$ cat src/rtl/control_sequencer.sv
// control_sequencer: hardwired Moore control unit for the single-bus DataPath.
// Sequences instruction fetch (T0-T2) and the opcode-specific execute steps (T3-T7).
module control_sequencer (
   input  logic        clock,
   input  logic        clear,
   input  logic [31:0] IR,
   input  logic        CON,
   output logic        PCout,
   output logic        PCin,
   output logic        IncPC,
   output logic        MARin,
   output logic        Read,
   output logic        Write,
   output logic        MD_read,
   output logic        MDRin,
   output logic        MDRout,
   output logic        IRin,
   output logic        Yin,
   output logic        Zlowin,
   output logic        Zlowout,
   output logic        Gra,
   output logic        Grb,
   output logic        Grc,
   output logic        Rin,
   output logic        Rout,
   output logic        BAout,
   output logic        Csignout,
   output logic        CONin,
   output logic        ADD,
   output logic        SUB,
   output logic        AND,
   output logic        OR,
   output logic        Run
);

   localparam logic [4:0] OP_LD   = 5'b00000;
   localparam logic [4:0] OP_LDI  = 5'b00001;
   localparam logic [4:0] OP_ST   = 5'b00010;
   localparam logic [4:0] OP_ADD  = 5'b00011;
   localparam logic [4:0] OP_SUB  = 5'b00100;
   localparam logic [4:0] OP_AND  = 5'b00101;
   localparam logic [4:0] OP_OR   = 5'b00110;
   localparam logic [4:0] OP_ADDI = 5'b01100;
   localparam logic [4:0] OP_ANDI = 5'b01101;
   localparam logic [4:0] OP_ORI  = 5'b01110;
   localparam logic [4:0] OP_BR   = 5'b10010;
   localparam logic [4:0] OP_JR   = 5'b10100;
   localparam logic [4:0] OP_HALT = 5'b11011;

   typedef enum logic [3:0] {
      S_RESET, S_T0, S_T1, S_T2, S_T3, S_T4, S_T5, S_T6, S_T7, S_HALT
   } state_t;

   typedef enum logic [3:0] {
      C_NOP, C_LDI, C_LD, C_ST, C_RALU, C_IALU, C_BR, C_JR, C_HALT
   } iclass_t;

   state_t     state_q, state_d;
   logic [4:0] op_q, op_d;
   logic [4:0] op_s;
   iclass_t    cls_s;
   logic [3:0] alu_s;
   logic       unused_ir_s;

   // Only the opcode field of IR matters to the sequencer.
   assign unused_ir_s = ^IR[26:0];
   assign op_s = (state_q == S_T3) ? IR[31:27] : op_q;

   // Opcode decode into an instruction class and a one-hot {OR,AND,SUB,ADD} select.
   always_comb begin
      cls_s = C_NOP;
      alu_s = 4'b0001;
      case (op_s)
         OP_LD:   cls_s = C_LD;
         OP_LDI:  cls_s = C_LDI;
         OP_ST:   cls_s = C_ST;
         OP_ADD:  cls_s = C_RALU;
         OP_SUB:  begin cls_s = C_RALU; alu_s = 4'b0010; end
         OP_AND:  begin cls_s = C_RALU; alu_s = 4'b0100; end
         OP_OR:   begin cls_s = C_RALU; alu_s = 4'b1000; end
         OP_ADDI: cls_s = C_IALU;
         OP_ANDI: begin cls_s = C_IALU; alu_s = 4'b0100; end
         OP_ORI:  begin cls_s = C_IALU; alu_s = 4'b1000; end
         OP_BR:   cls_s = C_BR;
         OP_JR:   cls_s = C_JR;
         OP_HALT: cls_s = C_HALT;
         default: cls_s = C_NOP;
      endcase
   end

   // State register and opcode latch; clear aborts any instruction at once.
   always_ff @(posedge clock or posedge clear) begin
      if (clear) begin
         state_q <= S_RESET;
         op_q    <= 5'b00000;
      end else begin
         state_q <= state_d;
         op_q    <= op_d;
      end
   end

   // Next-state and Moore output decode.
   always_comb begin
      state_d  = state_q;
      op_d     = op_q;
      PCout    = 1'b0; PCin    = 1'b0; IncPC  = 1'b0; MARin   = 1'b0;
      Read     = 1'b0; Write   = 1'b0; MD_read = 1'b0; MDRin  = 1'b0;
      MDRout   = 1'b0; IRin    = 1'b0; Yin    = 1'b0; Zlowin  = 1'b0;
      Zlowout  = 1'b0; Gra     = 1'b0; Grb    = 1'b0; Grc     = 1'b0;
      Rin      = 1'b0; Rout    = 1'b0; BAout  = 1'b0; Csignout = 1'b0;
      CONin    = 1'b0; ADD     = 1'b0; SUB    = 1'b0; AND     = 1'b0;
      OR       = 1'b0; Run     = 1'b0;
      case (state_q)
         S_RESET: state_d = S_T0;
         S_T0: begin
            Run = 1'b1; PCout = 1'b1; MARin = 1'b1; IncPC = 1'b1; Zlowin = 1'b1;
            state_d = S_T1;
         end
         S_T1: begin
            Run = 1'b1; Zlowout = 1'b1; PCin = 1'b1; Read = 1'b1; MD_read = 1'b1; MDRin = 1'b1;
            state_d = S_T2;
         end
         S_T2: begin
            Run = 1'b1; MDRout = 1'b1; IRin = 1'b1;
            state_d = S_T3;
         end
         S_T3: begin
            Run  = 1'b1;
            op_d = IR[31:27];
            case (cls_s)
               C_LD, C_LDI, C_ST: begin Grb = 1'b1; BAout = 1'b1; Yin = 1'b1; state_d = S_T4; end
               C_RALU, C_IALU:    begin Grb = 1'b1; Rout = 1'b1; Yin = 1'b1; state_d = S_T4; end
               C_BR:              begin Gra = 1'b1; Rout = 1'b1; CONin = 1'b1; state_d = S_T4; end
               C_JR:              begin Gra = 1'b1; Rout = 1'b1; PCin = 1'b1; state_d = S_T0; end
               C_HALT:            state_d = S_HALT;
               default:           state_d = S_T0;
            endcase
         end
         S_T4: begin
            Run = 1'b1;
            state_d = S_T5;
            case (cls_s)
               C_LD, C_LDI, C_ST: begin Csignout = 1'b1; ADD = 1'b1; Zlowin = 1'b1; end
               C_RALU: begin Grc = 1'b1; Rout = 1'b1; Zlowin = 1'b1; {OR, AND, SUB, ADD} = alu_s; end
               C_IALU: begin Csignout = 1'b1; Zlowin = 1'b1; {OR, AND, SUB, ADD} = alu_s; end
               C_BR:   begin PCout = 1'b1; Yin = 1'b1; end
               default: state_d = S_T0;
            endcase
         end
         S_T5: begin
            Run = 1'b1;
            state_d = S_T0;
            case (cls_s)
               C_LD, C_ST:            begin Zlowout = 1'b1; MARin = 1'b1; state_d = S_T6; end
               C_LDI, C_RALU, C_IALU: begin Zlowout = 1'b1; Gra = 1'b1; Rin = 1'b1; end
               C_BR:                  begin Csignout = 1'b1; ADD = 1'b1; Zlowin = 1'b1; state_d = S_T6; end
               default:               state_d = S_T0;
            endcase
         end
         S_T6: begin
            Run = 1'b1;
            state_d = S_T0;
            case (cls_s)
               C_LD: begin Read = 1'b1; MD_read = 1'b1; MDRin = 1'b1; state_d = S_T7; end
               C_ST: begin Gra = 1'b1; Rout = 1'b1; MDRin = 1'b1; state_d = S_T7; end
               C_BR: begin Zlowout = CON; PCin = CON; end
               default: state_d = S_T0;
            endcase
         end
         S_T7: begin
            Run = 1'b1;
            state_d = S_T0;
            case (cls_s)
               C_LD:    begin MDRout = 1'b1; Gra = 1'b1; Rin = 1'b1; end
               C_ST:    Write = 1'b1;
               default: state_d = S_T0;
            endcase
         end
         S_HALT:  state_d = S_HALT;
         default: state_d = S_RESET;
      endcase
   end

endmodule

$ cat config.mk
export PLATFORM = sky130hd
export DESIGN_NAME = control_sequencer
export DESIGN_NICKNAME = d
export VERILOG_FILES = /design/src/rtl/control_sequencer.sv
export SDC_FILE = /design/constraint.sdc
export NUM_CORES = 1
export LEC_CHECK = 0
export BUFFER_PORTS_ARGS = -buffer_cell sky130_fd_sc_hd__buf_2
export CAP_MARGIN = 25
export CORE_ASPECT_RATIO = 1.2
export CORE_MARGIN = 4
export CORE_UTILIZATION = 47
export CTS_BUF_LIST = sky130_fd_sc_hd__clkbuf_2 sky130_fd_sc_hd__clkbuf_4 sky130_fd_sc_hd__clkbuf_8
export DETAILED_ROUTE_END_ITERATION = 10
export PLACE_DENSITY = 0.85
export SLEW_MARGIN = 20
export SYNTH_ARGS = -nofsm -noshare
export SYNTH_HDL_FRONTEND = slang
export SYNTH_SLANG_ARGS = --single-unit
$ cat constraint.sdc
create_clock -name clock -period 3.08 [get_ports clock]
set_clock_uncertainty 0.2 [all_clocks]
set_input_delay 0.154 -clock clock [delete_from_list [all_inputs] [get_ports clock]]
set_output_delay 0.154 -clock clock [all_outputs]
set_load 0.01 [all_outputs]
==> impl_metrics.prom, run 1 <==
# TYPE chip_impl_metric gauge
chip_impl_info{name="run_status",value="finished, final reports clean"} 1
chip_impl_metric{name="power.density_cell_area",unit="nW/um2"} 873.7
chip_impl_metric{name="synth_sequential_area_ratio",unit=""} 0.1897
chip_impl_metric{name="synthDistinctLibCells",unit=""} 55
chip_impl_metric{name="cp_data_arrival_time",unit="ns"} 2.61
chip_impl_metric{name="place_inst",unit=""} 214
chip_impl_metric{name="total_of_buffers_placed_on_input_and_output_ports",unit=""} 33
chip_impl_metric{name="detail-route-antenna-nets",unit=""} 0
chip_impl_info{name="cp_slowest_cell",value="sky130_fd_sc_hd__dfrtp_1"} 1
chip_impl_metric{name="die_h",unit="um"} 63.06
chip_impl_metric{name="totalNegativeSetupSlack",unit="ns"} 0
chip_impl_metric{name="placement_rows",unit=""} 19
chip_impl_info{name="postSynth.topFlopCell",value="sky130_fd_sc_hd__dfrtp_1"} 1
chip_impl_metric{name="maxCapViolCount",unit=""} 0
chip_impl_metric{name="worstMarginPinSlew",unit="ns"} 0.4192
chip_impl_info{name="yosys-top-cells-area",value="sky130_fd_sc_hd__dfrtp_1 (19%), sky130_fd_sc_hd__nor2_1 (6.3%), sky130_fd_sc_hd__a21oi_1 (3.8%)"} 1
chip_impl_metric{name="fillCellCount",unit=""} 232
chip_impl_metric{name="postCtsResizedCells",unit=""} 0
chip_impl_info{name="start_kind",value="register"} 1
chip_impl_metric{name="num_io_pins",unit=""} 61
chip_impl_metric{name="report.final.hold_viol_count",unit=""} 0
chip_impl_metric{name="floorplan.initialDensity",unit=""} 0.5045
chip_impl_metric{name="vias_in_the_first_global_route",unit=""} 1267
chip_impl_metric{name="hpwl",unit="um"} 2590
chip_impl_metric{name="vias_per_cell",unit=""} 6.082
chip_impl_metric{name="synthesis.area_per_instance",unit="um2"} 7.375
chip_impl_metric{name="floorplan.die.width",unit="um"} 53.89
chip_impl_metric{name="grt_max_degree",unit=""} 20
chip_impl_metric{name="final_nets",unit=""} 224
chip_impl_info{name="critPathKind",value="reg -> out"} 1
chip_impl_metric{name="synth_edf_count",unit=""} 0
chip_impl_metric{name="initial_antenna_violation_count",unit=""} 0
chip_impl_metric{name="grt_use_total",unit=""} 0.2119
chip_impl_metric{name="globalRouteOverflowTotal",unit=""} 0
chip_impl_metric{name="drt-pass1-iter-count",unit=""} 4
chip_impl_metric{name="clock_tree.buffer_depth",unit=""} 2
chip_impl_info{name="rsz0062_at_grt",value="no"} 1
chip_impl_metric{name="share_comb_of_total_power",unit=""} 0.654
chip_impl_metric{name="maxSlewViolCount",unit=""} 0
chip_impl_info{name="synth_area_leader_cell",value="sky130_fd_sc_hd__dfrtp_1"} 1
chip_impl_metric{name="power.share.sequential",unit=""} 0.268
chip_impl_metric{name="clkTransAtPathRegs",unit="ns"} 0.06
chip_impl_metric{name="internal_power",unit="uW"} 553.5
chip_impl_metric{name="share_of_layout_cells_above_drive_strength_1",unit=""} 0.2766
chip_impl_metric{name="setup-violations-final",unit=""} 0
chip_impl_metric{name="die_area",unit="um2"} 3398
chip_impl_metric{name="postSynthRegisterBits",unit=""} 9
chip_impl_metric{name="area_delta_synth_final",unit="%"} 16.02
chip_impl_metric{name="power.ir.vdd_worst",unit="uV"} 495.2
chip_impl_metric{name="clock_sink_count",unit=""} 9
chip_impl_metric{name="synthCells",unit=""} 161
chip_impl_metric{name="synth_nets",unit=""} 196
chip_impl_info{name="cts_tree",value="built"} 1
chip_impl_metric{name="clk_latency",unit="ns"} 0.25
chip_impl_metric{name="antennaDiodeCount",unit=""} 0
chip_impl_info{name="cp_cell_sequence",value="nor4b_2 -> buf_4 -> mux2_4 -> a221o_1 -> a21o_1 -> a21oi_1 -> buf_2"} 1
chip_impl_metric{name="wl",unit="um"} 3379
chip_impl_metric{name="p_leak",unit="nW"} 0.6444
chip_impl_metric{name="worst-endpoint-required",unit="ns"} 2.73
chip_impl_metric{name="power_spent_charging_and_discharging_nets",unit="uW"} 650.1
chip_impl_metric{name="period_share",unit=""} 0.9638
chip_impl_info{name="hold_path_class",value="in -> reg"} 1
chip_impl_metric{name="synth_area",unit="um2"} 1187
chip_impl_metric{name="core_footprint",unit="um2"} 2354
chip_impl_metric{name="achievable-frequency",unit="MHz"} 336.9
chip_impl_metric{name="crit_fanout",unit=""} 19
chip_impl_metric{name="overall_via_count_from_detail_route",unit=""} 1332
chip_impl_metric{name="synth_top_cell_area_share",unit=""} 0.1897
chip_impl_metric{name="clock_tree.htree_level_count",unit=""} 1
chip_impl_metric{name="grt_pass1_wl",unit="um"} 5644
chip_impl_metric{name="p_sw_frac",unit=""} 0.5401
chip_impl_metric{name="drt-initial-drc-count",unit=""} 55
chip_impl_metric{name="share_clk_of_total_power",unit=""} 0.079
chip_impl_info{name="cts_root_buf",value="sky130_fd_sc_hd__clkbuf_4"} 1
chip_impl_metric{name="numCtsBuffers",unit=""} 3
chip_impl_metric{name="postSynth.asyncResetShare",unit=""} 1.000
chip_impl_metric{name="critPathMaxStageDelay",unit="ns"} 0.53
chip_impl_metric{name="worst_slew_margin_rel",unit=""} 0.7126
chip_impl_metric{name="place.gp.congestion",unit=""} 0.9868
chip_impl_metric{name="final.min_clock_period",unit="ns"} 2.968
chip_impl_info{name="end_kind",value="primary output"} 1
chip_impl_metric{name="post_drt_wl_per_cell",unit="um"} 15.43
chip_impl_metric{name="post_layout_nonfiller_instances",unit=""} 219
chip_impl_metric{name="ys_warnings",unit=""} 0
chip_impl_metric{name="drt_drc_violations_left",unit=""} 0
[sequential cells by signal (all words and copies together), names as in the netlist]
register,cells
op_q,5
state_q,4
[per-stage QoR]
| step | instance area (um2) | util | setup slack, ns | hold WS (ns) | total power [mW] |
|---|---|---|---|---|---|
| floorplan | 1187 | - | 0.7819 | -0.2181 | 0.8749 |
| global placement | 1338 | 0.5683 | 0.4403 | -0.08401 | 1.066 |
| detailed placement | 1338 | 0.5683 | 0.4160 | -0.08140 | 1.094 |
| CTS | 1378 | 0.5853 | 0.1304 | 0.1008 | 1.196 |
| global route | 1378 | 0.5853 | 0.002932 | 0.1221 | 1.306 |
| finish | 1378 | 0.5853 | 0.1116 | 0.1197 | 1.204 |
[final timing paths]
path / cells after the start / end / slack, ns / start
setup reg to reg: 6 / state_q[2]$_DFF_PP0_ / 0.42 / state_q[0]$_DFF_PP0_
setup / recovery: 7 / Zlowout / 0.11 / state_q[0]$_DFF_PP0_
hold reg to reg: 2 / state_q[0]$_DFF_PP0_ / 0.44 / state_q[3]$_DFF_PP0_
min in group asynchronous: 3 / state_q[1]$_DFF_PP0_ / 0.19 / clear
max in group asynchronous: 3 / op_q[2]$_DFF_PP0_ / 2.25 / clear
hold / removal: 2 / op_q[4]$_DFF_PP0_ / 0.12 / IR[31]
[synth_stat cells (4+ instances only)]
| cell type | n |
|---|---|
| sky130_fd_sc_hd__inv_1 | 8 |
| sky130_fd_sc_hd__nand3_1 | 7 |
| sky130_fd_sc_hd__nor2_1 | 20 |
| sky130_fd_sc_hd__nand4_1 | 4 |
| sky130_fd_sc_hd__mux2i_1 | 4 |
| sky130_fd_sc_hd__nand2_1 | 12 |
| sky130_fd_sc_hd__dfrtp_1 | 9 |
| sky130_fd_sc_hd__clkbuf_1 | 9 |
| sky130_fd_sc_hd__nand2b_1 | 7 |
| sky130_fd_sc_hd__o21ai_0 | 7 |
| sky130_fd_sc_hd__nor2b_1 | 5 |
| sky130_fd_sc_hd__a21oi_1 | 9 |
[kinds of logic after synthesis]
group,share of synthesized area
AOI/OAI and AO/OA,0.2592
xor gates and xnor gates,0.03689
buffers and inverters,0.09588
DFF,0.1897
muxes,0.06533
and+or+nand+nor,0.3530
[critical path, delay by kind of cell, from the launching register on]
kind,cells,cell delay [ns]
multiplexers,1,0.38
flip-flops,1,0.53
AO/OA/AOI/OAI,3,0.69
buffers and inverters,2,0.42
AND/OR/NAND/NOR,1,0.34
[placed cells by master, fill, tap and decap left out, types with 2 or more instances in the layout]
| master | count |
|---|---|
| sky130_fd_sc_hd__nor3b_1 | 2 |
| sky130_fd_sc_hd__a211oi_1 | 2 |
| sky130_fd_sc_hd__xor2_1 | 2 |
| sky130_fd_sc_hd__a32oi_1 | 2 |
| sky130_fd_sc_hd__o21ai_1 | 2 |
| sky130_fd_sc_hd__and3_1 | 2 |
| sky130_fd_sc_hd__nor4b_1 | 2 |
| sky130_fd_sc_hd__nand3_1 | 7 |
| sky130_fd_sc_hd__clkbuf_4 | 4 |
| sky130_fd_sc_hd__nor3_1 | 2 |
| sky130_fd_sc_hd__a21oi_1 | 9 |
| sky130_fd_sc_hd__nand4_1 | 4 |
| sky130_fd_sc_hd__o2111ai_1 | 2 |
| sky130_fd_sc_hd__nor2b_1 | 5 |
| sky130_fd_sc_hd__dfrtp_1 | 9 |
| sky130_fd_sc_hd__buf_4 | 4 |
| sky130_fd_sc_hd__buf_2 | 33 |
| sky130_fd_sc_hd__xnor2_1 | 3 |
| sky130_fd_sc_hd__nor4_1 | 2 |
| sky130_fd_sc_hd__o211ai_1 | 2 |
| sky130_fd_sc_hd__nand2b_1 | 7 |
| sky130_fd_sc_hd__nand2_1 | 12 |
| sky130_fd_sc_hd__nor2_1 | 20 |
| sky130_fd_sc_hd__o21ai_0 | 7 |
| sky130_fd_sc_hd__inv_1 | 8 |
| sky130_fd_sc_hd__mux2i_1 | 4 |
| sky130_fd_sc_hd__or2_2 | 3 |
[power groups by stage]
stage          logic, mW  registers [mW]  clock network, mW
2_1_floorplan      0.659           0.216                  0
3_3_place_gp       0.754           0.312                  0
3_5_place_dp       0.776           0.318                  0
4_1_cts            0.781           0.316             0.0990
5_1_grt            0.863           0.336              0.106
6_report           0.787           0.322             0.0949
[routing by layer]
layer / global-route usage / wire, um / share of wire / vias up
met5: 0 / 0 / 0 / -
met4: 0.06709 / 28 / 0.0083 / 0
met3: 0.02594 / 267 / 0.079 / 4
met2: 0.3591 / 1704 / 0.50 / 66
met1: 0.2683 / 1378 / 0.41 / 615
li1: - / - / - / 647
[layout make-up]
class                      count  area (um2)  area share
timing repair buffer          38       205.2      0.1490
inverter                       8       30.03     0.02180
sequential                     9       225.2      0.1635
multi-input combinational    129       848.3      0.6158
tap                           31       38.79     0.02816
clock buffer                   4       30.03     0.02180
[repair_timing]
item	CTS	global route
hold endpoints to repair	9	0
hold buffers	1	0
setup buffers	0	0
Power figures use the tool's default switching activity.
==> run 2, diff against run 1 <==
Settings changed: CELL_PAD_IN_SITES_DETAIL_PLACEMENT set to 1, CELL_PAD_IN_SITES_GLOBAL_PLACEMENT set to 1, CORE_MARGIN 4 to unset, CORE_UTILIZATION 47 to 32.
==> run 2 against run 1 <==
  * Routed wire length grew 9.3%
  * Power grew 6.0%
  * The flow now finishes with violations (DRC)
  * First-iteration DRC count shrank 11%
  * Setup slack gained 0.0037 ns
  * Count of clock-buffer cells in the layout is the same
  * Utilization shrank 18 points
  * Via count shrank 2.6%
==> impl_metrics.prom, run 2 (same netlist as run 1, synthesis figures left out) <==
# TYPE chip_impl_metric gauge
chip_impl_info{name="run_status",value="complete, but fails checks"} 1
chip_impl_info{name="failing_checks",value="DRC"} 1
chip_impl_metric{name="detail-route-antenna-nets",unit=""} 0
chip_impl_metric{name="fin_hold_ws",unit="ns"} 0.1374
chip_impl_metric{name="total_of_buffers_placed_on_input_and_output_ports",unit=""} 33
chip_impl_metric{name="area_delta_synth_final",unit="%"} 18.65
chip_impl_metric{name="vias_in_the_first_global_route",unit=""} 1205
chip_impl_metric{name="totalNegativeSetupSlack",unit="ns"} 0
chip_impl_metric{name="postCtsResizedCells",unit=""} 0
chip_impl_metric{name="post_drt_wl_per_cell",unit="um"} 16.48
chip_impl_metric{name="numCtsBuffers",unit=""} 3
chip_impl_metric{name="drt_drc_violations_left",unit=""} 5
chip_impl_metric{name="overall_via_count_from_detail_route",unit=""} 1297
chip_impl_metric{name="worst-endpoint-required",unit="ns"} 2.73
chip_impl_metric{name="p_leak",unit="nW"} 0.6490
chip_impl_info{name="most_used_cells_in_the_layout_excluding_fill_and_tap_cells",value="sky130_fd_sc_hd__buf_2 (33), sky130_fd_sc_hd__nor2_1 (20), sky130_fd_sc_hd__nand2_1 (12)"} 1
chip_impl_info{name="end_kind",value="primary output"} 1
chip_impl_info{name="start_kind",value="register"} 1
chip_impl_metric{name="initial_antenna_violation_count",unit=""} 0
chip_impl_metric{name="clk_latency",unit="ns"} 0.23
chip_impl_metric{name="setup-violations-final",unit=""} 0
chip_impl_metric{name="num_io_pins",unit=""} 61
chip_impl_metric{name="crit_fanout",unit=""} 19
chip_impl_metric{name="place.gp.congestion",unit=""} 0.8627
chip_impl_metric{name="share_of_layout_cells_above_drive_strength_1",unit=""} 0.2727
chip_impl_metric{name="grt_max_degree",unit=""} 20
chip_impl_info{name="cp_cell_sequence",value="nor4b_2 -> buf_12 -> mux2_4 -> a221o_1 -> a21o_1 -> a21oi_1 -> buf_2"} 1
chip_impl_metric{name="power.density_cell_area",unit="nW/um2"} 905.2
chip_impl_metric{name="drt-pass1-iter-count",unit=""} 7
chip_impl_metric{name="achievable-frequency",unit="MHz"} 337.3
chip_impl_info{name="cts_tree",value="built"} 1
chip_impl_metric{name="hpwl",unit="um"} 2818
chip_impl_metric{name="worst_slack",unit="ns"} 0.1153
chip_impl_metric{name="preCtsSetupSlack",unit="ns"} 0.3920
chip_impl_metric{name="die_area",unit="um2"} 3959
chip_impl_metric{name="drt-initial-drc-count",unit=""} 49
chip_impl_info{name="critPathKind",value="reg -> out"} 1
chip_impl_info{name="layout_top_registers",value="op_q (5), state_q (4)"} 1
chip_impl_info{name="rsz0062_at_grt",value="no"} 1
chip_impl_metric{name="final.min_clock_period",unit="ns"} 2.965
chip_impl_metric{name="largest_register_ffs",unit=""} 5
chip_impl_metric{name="die_h",unit="um"} 68.73
chip_impl_metric{name="wl",unit="um"} 3692
chip_impl_metric{name="clkTransAtPathRegs",unit="ns"} 0.04
chip_impl_info{name="cp_slowest_cell",value="sky130_fd_sc_hd__dfrtp_1"} 1
chip_impl_info{name="mostFrequentLayoutCell",value="sky130_fd_sc_hd__buf_2"} 1
chip_impl_metric{name="grt_pass1_wl",unit="um"} 5961
chip_impl_metric{name="maxSlewViolCount",unit=""} 0
chip_impl_metric{name="power.ir.vdd_worst",unit="uV"} 261.4
chip_impl_metric{name="grt_use_total",unit=""} 0.1977
chip_impl_metric{name="maxCapViolCount",unit=""} 0
chip_impl_metric{name="post_layout_nonfiller_instances",unit=""} 224
chip_impl_metric{name="finalCoreUtilization",unit=""} 0.4080
chip_impl_metric{name="cp_data_arrival_time",unit="ns"} 2.61
chip_impl_metric{name="place_inst",unit=""} 219
chip_impl_info{name="cts_root_buf",value="sky130_fd_sc_hd__clkbuf_8"} 1
chip_impl_info{name="max_flop_register",value="op_q"} 1
chip_impl_metric{name="clock_sink_count",unit=""} 9
chip_impl_metric{name="period_share",unit=""} 0.9626
chip_impl_metric{name="clock_tree.buffer_depth",unit=""} 2
chip_impl_metric{name="floorplan.initialDensity",unit=""} 0.3438
chip_impl_metric{name="globalRouteOverflowTotal",unit=""} 0
chip_impl_metric{name="floorplan.die.width",unit="um"} 57.61
chip_impl_metric{name="critPathMaxStageDelay",unit="ns"} 0.54
chip_impl_metric{name="report.final.hold_viol_count",unit=""} 0
chip_impl_metric{name="worst_slew_margin_rel",unit=""} 0.6118
chip_impl_metric{name="antennaDiodeCount",unit=""} 0
chip_impl_metric{name="placement_rows",unit=""} 23
chip_impl_metric{name="final_nets",unit=""} 223
chip_impl_metric{name="vias_per_cell",unit=""} 5.790
chip_impl_metric{name="worstMarginPinSlew",unit="ns"} 0.5770
chip_impl_metric{name="clock_tree.htree_level_count",unit=""} 1
chip_impl_info{name="hold_path_class",value="in -> reg"} 1
chip_impl_metric{name="core_footprint",unit="um2"} 3453
-- run 2: metal layers --
metal	global-route usage	wire, um	part of all wire
met4	0.03354	20	0.0054
met5	0	0	0
met1	0.2608	1610	0.44
met2	0.3517	1903	0.52
met3	0.02239	157	0.043
-- run 2: critical path, delay by kind of cell, from the launching register on --
kind / cells / cell delay [ns]
AO/OA/AOI/OAI: 3 / 0.71
buffers and inverters: 2 / 0.35
flip-flops: 1 / 0.54
multiplexers: 1 / 0.36
AND/OR/NAND/NOR: 1 / 0.42
-- run 2: path summary, 6_finish.rpt --
check / start / end / cells after the start / slack (ns)
worst min-delay path: IR[31] / op_q[4]$_DFF_PP0_ / 2 / 0.14
min in group asynchronous: clear / state_q[1]$_DFF_PP0_ / 3 / 0.22
worst min register to register: state_q[0]$_DFF_PP0_ / state_q[0]$_DFF_PP0_ / 2 / 0.50
worst max-delay path: state_q[1]$_DFF_PP0_ / Zlowout / 7 / 0.12
worst max register to register: state_q[1]$_DFF_PP0_ / state_q[2]$_DFF_PP0_ / 6 / 0.42
max in group asynchronous: clear / op_q[4]$_DFF_PP0_ / 3 / 2.21
-- run 2: what timing repair did --
item / in CTS / in global routing
endpoints found under the hold margin: 9 / 0
setup endpoints to repair: 0 / 0
buffers inserted: 0 / 0
hold buffers: 1 / 0
-- run 2: final cells by class --
class                   instances  area, um2
clock buffers                   4      48.80
fillers                       469       2044
inverters                       8      30.03
multi-input cells             129      848.3
flip-flops and latches          9      225.2
well taps                      37      46.29
repair buffers                 37      210.2
-- run 2: metrics by stage --
step	area, um2	total power [mW]
5_1_grt	1409	1.377
6_report	1409	1.275
3_5_place_dp	1350	1.123
2_1_floorplan	1187	0.8749
3_3_place_gp	1350	1.099
4_1_cts	1409	1.274
-- run 2: where the power goes --
part / switching, mW / leakage, nW / internal [mW]
Clock: 0.0441 / 0.0262 / 0.0987
Combinational: 0.478 / 0.514 / 0.335
Sequential: 0.149 / 0.109 / 0.171
Total: 0.671 / 0.649 / 0.605
==> run 3, diff against run 2 <==
Settings changed: CORE_UTILIZATION 32 to 29, PLACE_DENSITY 0.85 to 0.82.
Clock period 3.08 ns to 2.7 ns, I/O delays scaled along.
==> run 3 against run 2 <==
  * Final area rose by 6.2%
  * Highest routed layer unchanged
  * The run now ends clean
  * Largest power group unchanged
  * Routed wire length rose by 12%
  * Sequential power rose by 12%
==> impl_metrics.prom, run 3 (same netlist as run 1, synthesis figures left out) <==
# TYPE chip_impl_metric gauge
chip_impl_metric{name="place.gp.congestion",unit=""} 0.8815
chip_impl_metric{name="post_drt_wl_per_cell",unit="um"} 16.63
chip_impl_metric{name="area_delta_synth_final",unit="%"} 26.03
chip_impl_info{name="worst_hold_path.endpoint",value="op_q[4]$_DFF_PP0_"} 1
chip_impl_metric{name="tot_pwr",unit="mW"} 1.546
chip_impl_info{name="critPathLaunch",value="state_q[1]$_DFF_PP0_"} 1
chip_impl_metric{name="overall_via_count_from_detail_route",unit=""} 1370
chip_impl_metric{name="period_share",unit=""} 0.9772
chip_impl_info{name="run_status",value="finished, final reports clean"} 1
chip_impl_metric{name="drt-initial-drc-count",unit=""} 45
chip_impl_metric{name="worst_slew_margin_rel",unit=""} 0.6539
chip_impl_metric{name="fillCellCount",unit=""} 543
chip_impl_info{name="rsz0062_at_grt",value="no"} 1
chip_impl_metric{name="die_h",unit="um"} 72.10
chip_impl_info{name="start_kind",value="register"} 1
chip_impl_metric{name="worst-r2r-cell-count",unit=""} 6
chip_impl_info{name="hold_path_startpoint",value="IR[31]"} 1
chip_impl_metric{name="whs_path_depth",unit=""} 2
chip_impl_metric{name="grt_max_degree",unit=""} 14
chip_impl_metric{name="die_area",unit="um2"} 4355
chip_impl_info{name="timing.rr.end",value="state_q[2]$_DFF_PP0_"} 1
chip_impl_metric{name="setup.reg_to_reg.worst_slack",unit="ns"} 0.34
chip_impl_metric{name="grt_pass1_wl",unit="um"} 6596
chip_impl_metric{name="maxSlewViolCount",unit=""} 0
chip_impl_metric{name="worstMarginPinSlew",unit="ns"} 0.5119
chip_impl_info{name="mostFrequentLayoutCell",value="sky130_fd_sc_hd__buf_2"} 1
chip_impl_metric{name="power.density_cell_area",unit="nW/um2"} 1033
chip_impl_metric{name="antennaDiodeCount",unit=""} 0
chip_impl_metric{name="final.min_clock_period",unit="ns"} 2.638
chip_impl_metric{name="achievable-frequency",unit="MHz"} 379.0
chip_impl_metric{name="placement_rows",unit=""} 25
chip_impl_metric{name="initial_antenna_violation_count",unit=""} 0
chip_impl_metric{name="preCtsSetupSlack",unit="ns"} 0.1866
chip_impl_metric{name="drt_drc_violations_left",unit=""} 0
chip_impl_metric{name="fin_hold_ws",unit="ns"} 0.1428
chip_impl_metric{name="numCtsBuffers",unit=""} 3
chip_impl_metric{name="report.final.hold_viol_count",unit=""} 0
chip_impl_metric{name="vias_in_the_first_global_route",unit=""} 1351
chip_impl_metric{name="num_io_pins",unit=""} 61
chip_impl_info{name="layout_top_registers",value="op_q (5), state_q (4)"} 1
chip_impl_metric{name="detail-route-antenna-nets",unit=""} 0
chip_impl_metric{name="wl",unit="um"} 4141
chip_impl_metric{name="clock_tree.htree_level_count",unit=""} 1
chip_impl_metric{name="totalNegativeSetupSlack",unit="ns"} 0
chip_impl_metric{name="cp_data_arrival_time",unit="ns"} 2.30
chip_impl_metric{name="clkTransAtPathRegs",unit="ns"} 0.04
chip_impl_info{name="most_used_cells_in_the_layout_excluding_fill_and_tap_cells",value="sky130_fd_sc_hd__buf_2 (33), sky130_fd_sc_hd__nor2_1 (20), sky130_fd_sc_hd__nand2_1 (12)"} 1
chip_impl_metric{name="globalRouteOverflowTotal",unit=""} 0
chip_impl_metric{name="floorplan.die.width",unit="um"} 60.41
chip_impl_metric{name="worst-endpoint-required",unit="ns"} 2.37
chip_impl_metric{name="power.ir.vdd_worst",unit="uV"} 293.1
chip_impl_metric{name="clock_sink_count",unit=""} 9
chip_impl_info{name="cp_cell_sequence",value="or4b_4 -> mux2i_4 -> o32a_1 -> o221ai_2 -> buf_2"} 1
chip_impl_info{name="timing.rr.start",value="state_q[3]$_DFF_PP0_"} 1
chip_impl_metric{name="maxCapViolCount",unit=""} 0
chip_impl_info{name="max_flop_register",value="op_q"} 1
chip_impl_metric{name="floorplan.initialDensity",unit=""} 0.3013
chip_impl_metric{name="hpwl",unit="um"} 3128
chip_impl_metric{name="drt-pass1-iter-count",unit=""} 4
chip_impl_metric{name="critPathMaxStageDelay",unit="ns"} 0.64
chip_impl_info{name="cts_root_buf",value="sky130_fd_sc_hd__clkbuf_8"} 1
chip_impl_metric{name="final_nets",unit=""} 231
chip_impl_metric{name="setup-violations-final",unit=""} 0
chip_impl_info{name="cp_slowest_cell",value="sky130_fd_sc_hd__or4b_4"} 1
chip_impl_metric{name="crit_fanout",unit=""} 7
chip_impl_metric{name="p_leak",unit="nW"} 0.6879
chip_impl_metric{name="core_footprint",unit="um2"} 3941
chip_impl_metric{name="vias_per_cell",unit=""} 5.502
chip_impl_metric{name="share_of_layout_cells_above_drive_strength_1",unit=""} 0.3077
chip_impl_metric{name="clk_latency",unit="ns"} 0.23
chip_impl_metric{name="grt_use_total",unit=""} 0.1951
chip_impl_info{name="critPathKind",value="reg -> out"} 1
chip_impl_info{name="cts_tree",value="built"} 1
chip_impl_metric{name="clock_tree.buffer_depth",unit=""} 2
chip_impl_info{name="hold_path_class",value="in -> reg"} 1
chip_impl_metric{name="largest_register_ffs",unit=""} 5
chip_impl_metric{name="total_of_buffers_placed_on_input_and_output_ports",unit=""} 33
chip_impl_info{name="end_kind",value="primary output"} 1
chip_impl_metric{name="worst_slack",unit="ns"} 0.06151
==> run 3: worst max path at each step <==
stage                     endpoint  slack (ns)  cells after the start
final                     Csignout        0.06                      5
after global routing       Zlowout       0.007                      7
after CTS                 Csignout        0.03                      7
after detailed placement  Csignout        0.19                      7
after global placement         Rin        0.22                      5
after floorplan            Zlowout        0.42                      7
==> run 3: critical path: cells and delay by family (launching register included) <==
family	cells	cell delay, ns
buffers and inverters	1	0.16
muxes	1	0.25
DFF	1	0.41
AOI/OAI and AO/OA	2	0.62
and+or+nand+nor	1	0.64
==> run 3: layer usage <==
layer | vias to the layer above | GRT usage | part of all wire
li1 | 654 | - | -
met1 | 679 | 0.2484 | 0.45
met2 | 35 | 0.3602 | 0.52
met3 | 2 | 0.005348 | 0.027
met4 | 0 | 0.03788 | 0.0046
met5 | - | 0 | 0
==> run 3: power by group <==
part           internal [mW]  switching (mW)  leakage (nW)
Clock                  0.113          0.0490        0.0262
Combinational          0.421           0.603         0.553
Sequential             0.195           0.166         0.109
==> run 3: final cells by class <==
type,instances,area [um2],area share
flip-flops and latches,9,225.2,0.1505
well taps,54,67.56,0.04515
repair buffers,45,261.5,0.1747
inverters,8,30.03,0.02007
multi-input cells,129,863.3,0.5769
clock buffers,4,48.80,0.03261
==> run 3: what timing repair did <==
action	in CTS	in global routing
gates resized for setup	1	2
pin swaps	1	2
hold buffers	1	0
endpoints found under the setup margin	4	6
setup buffers	2	2
endpoints found under the hold margin	9	0
==> run 3: stage by stage <==
stage	instances	area (um2)	utilization
floorplan	161	1187	-
global placement	240	1389	0.3524
detailed placement	240	1389	0.3524
CTS	247	1471	0.3733
global route	249	1496	0.3797
finish	249	1496	0.3797
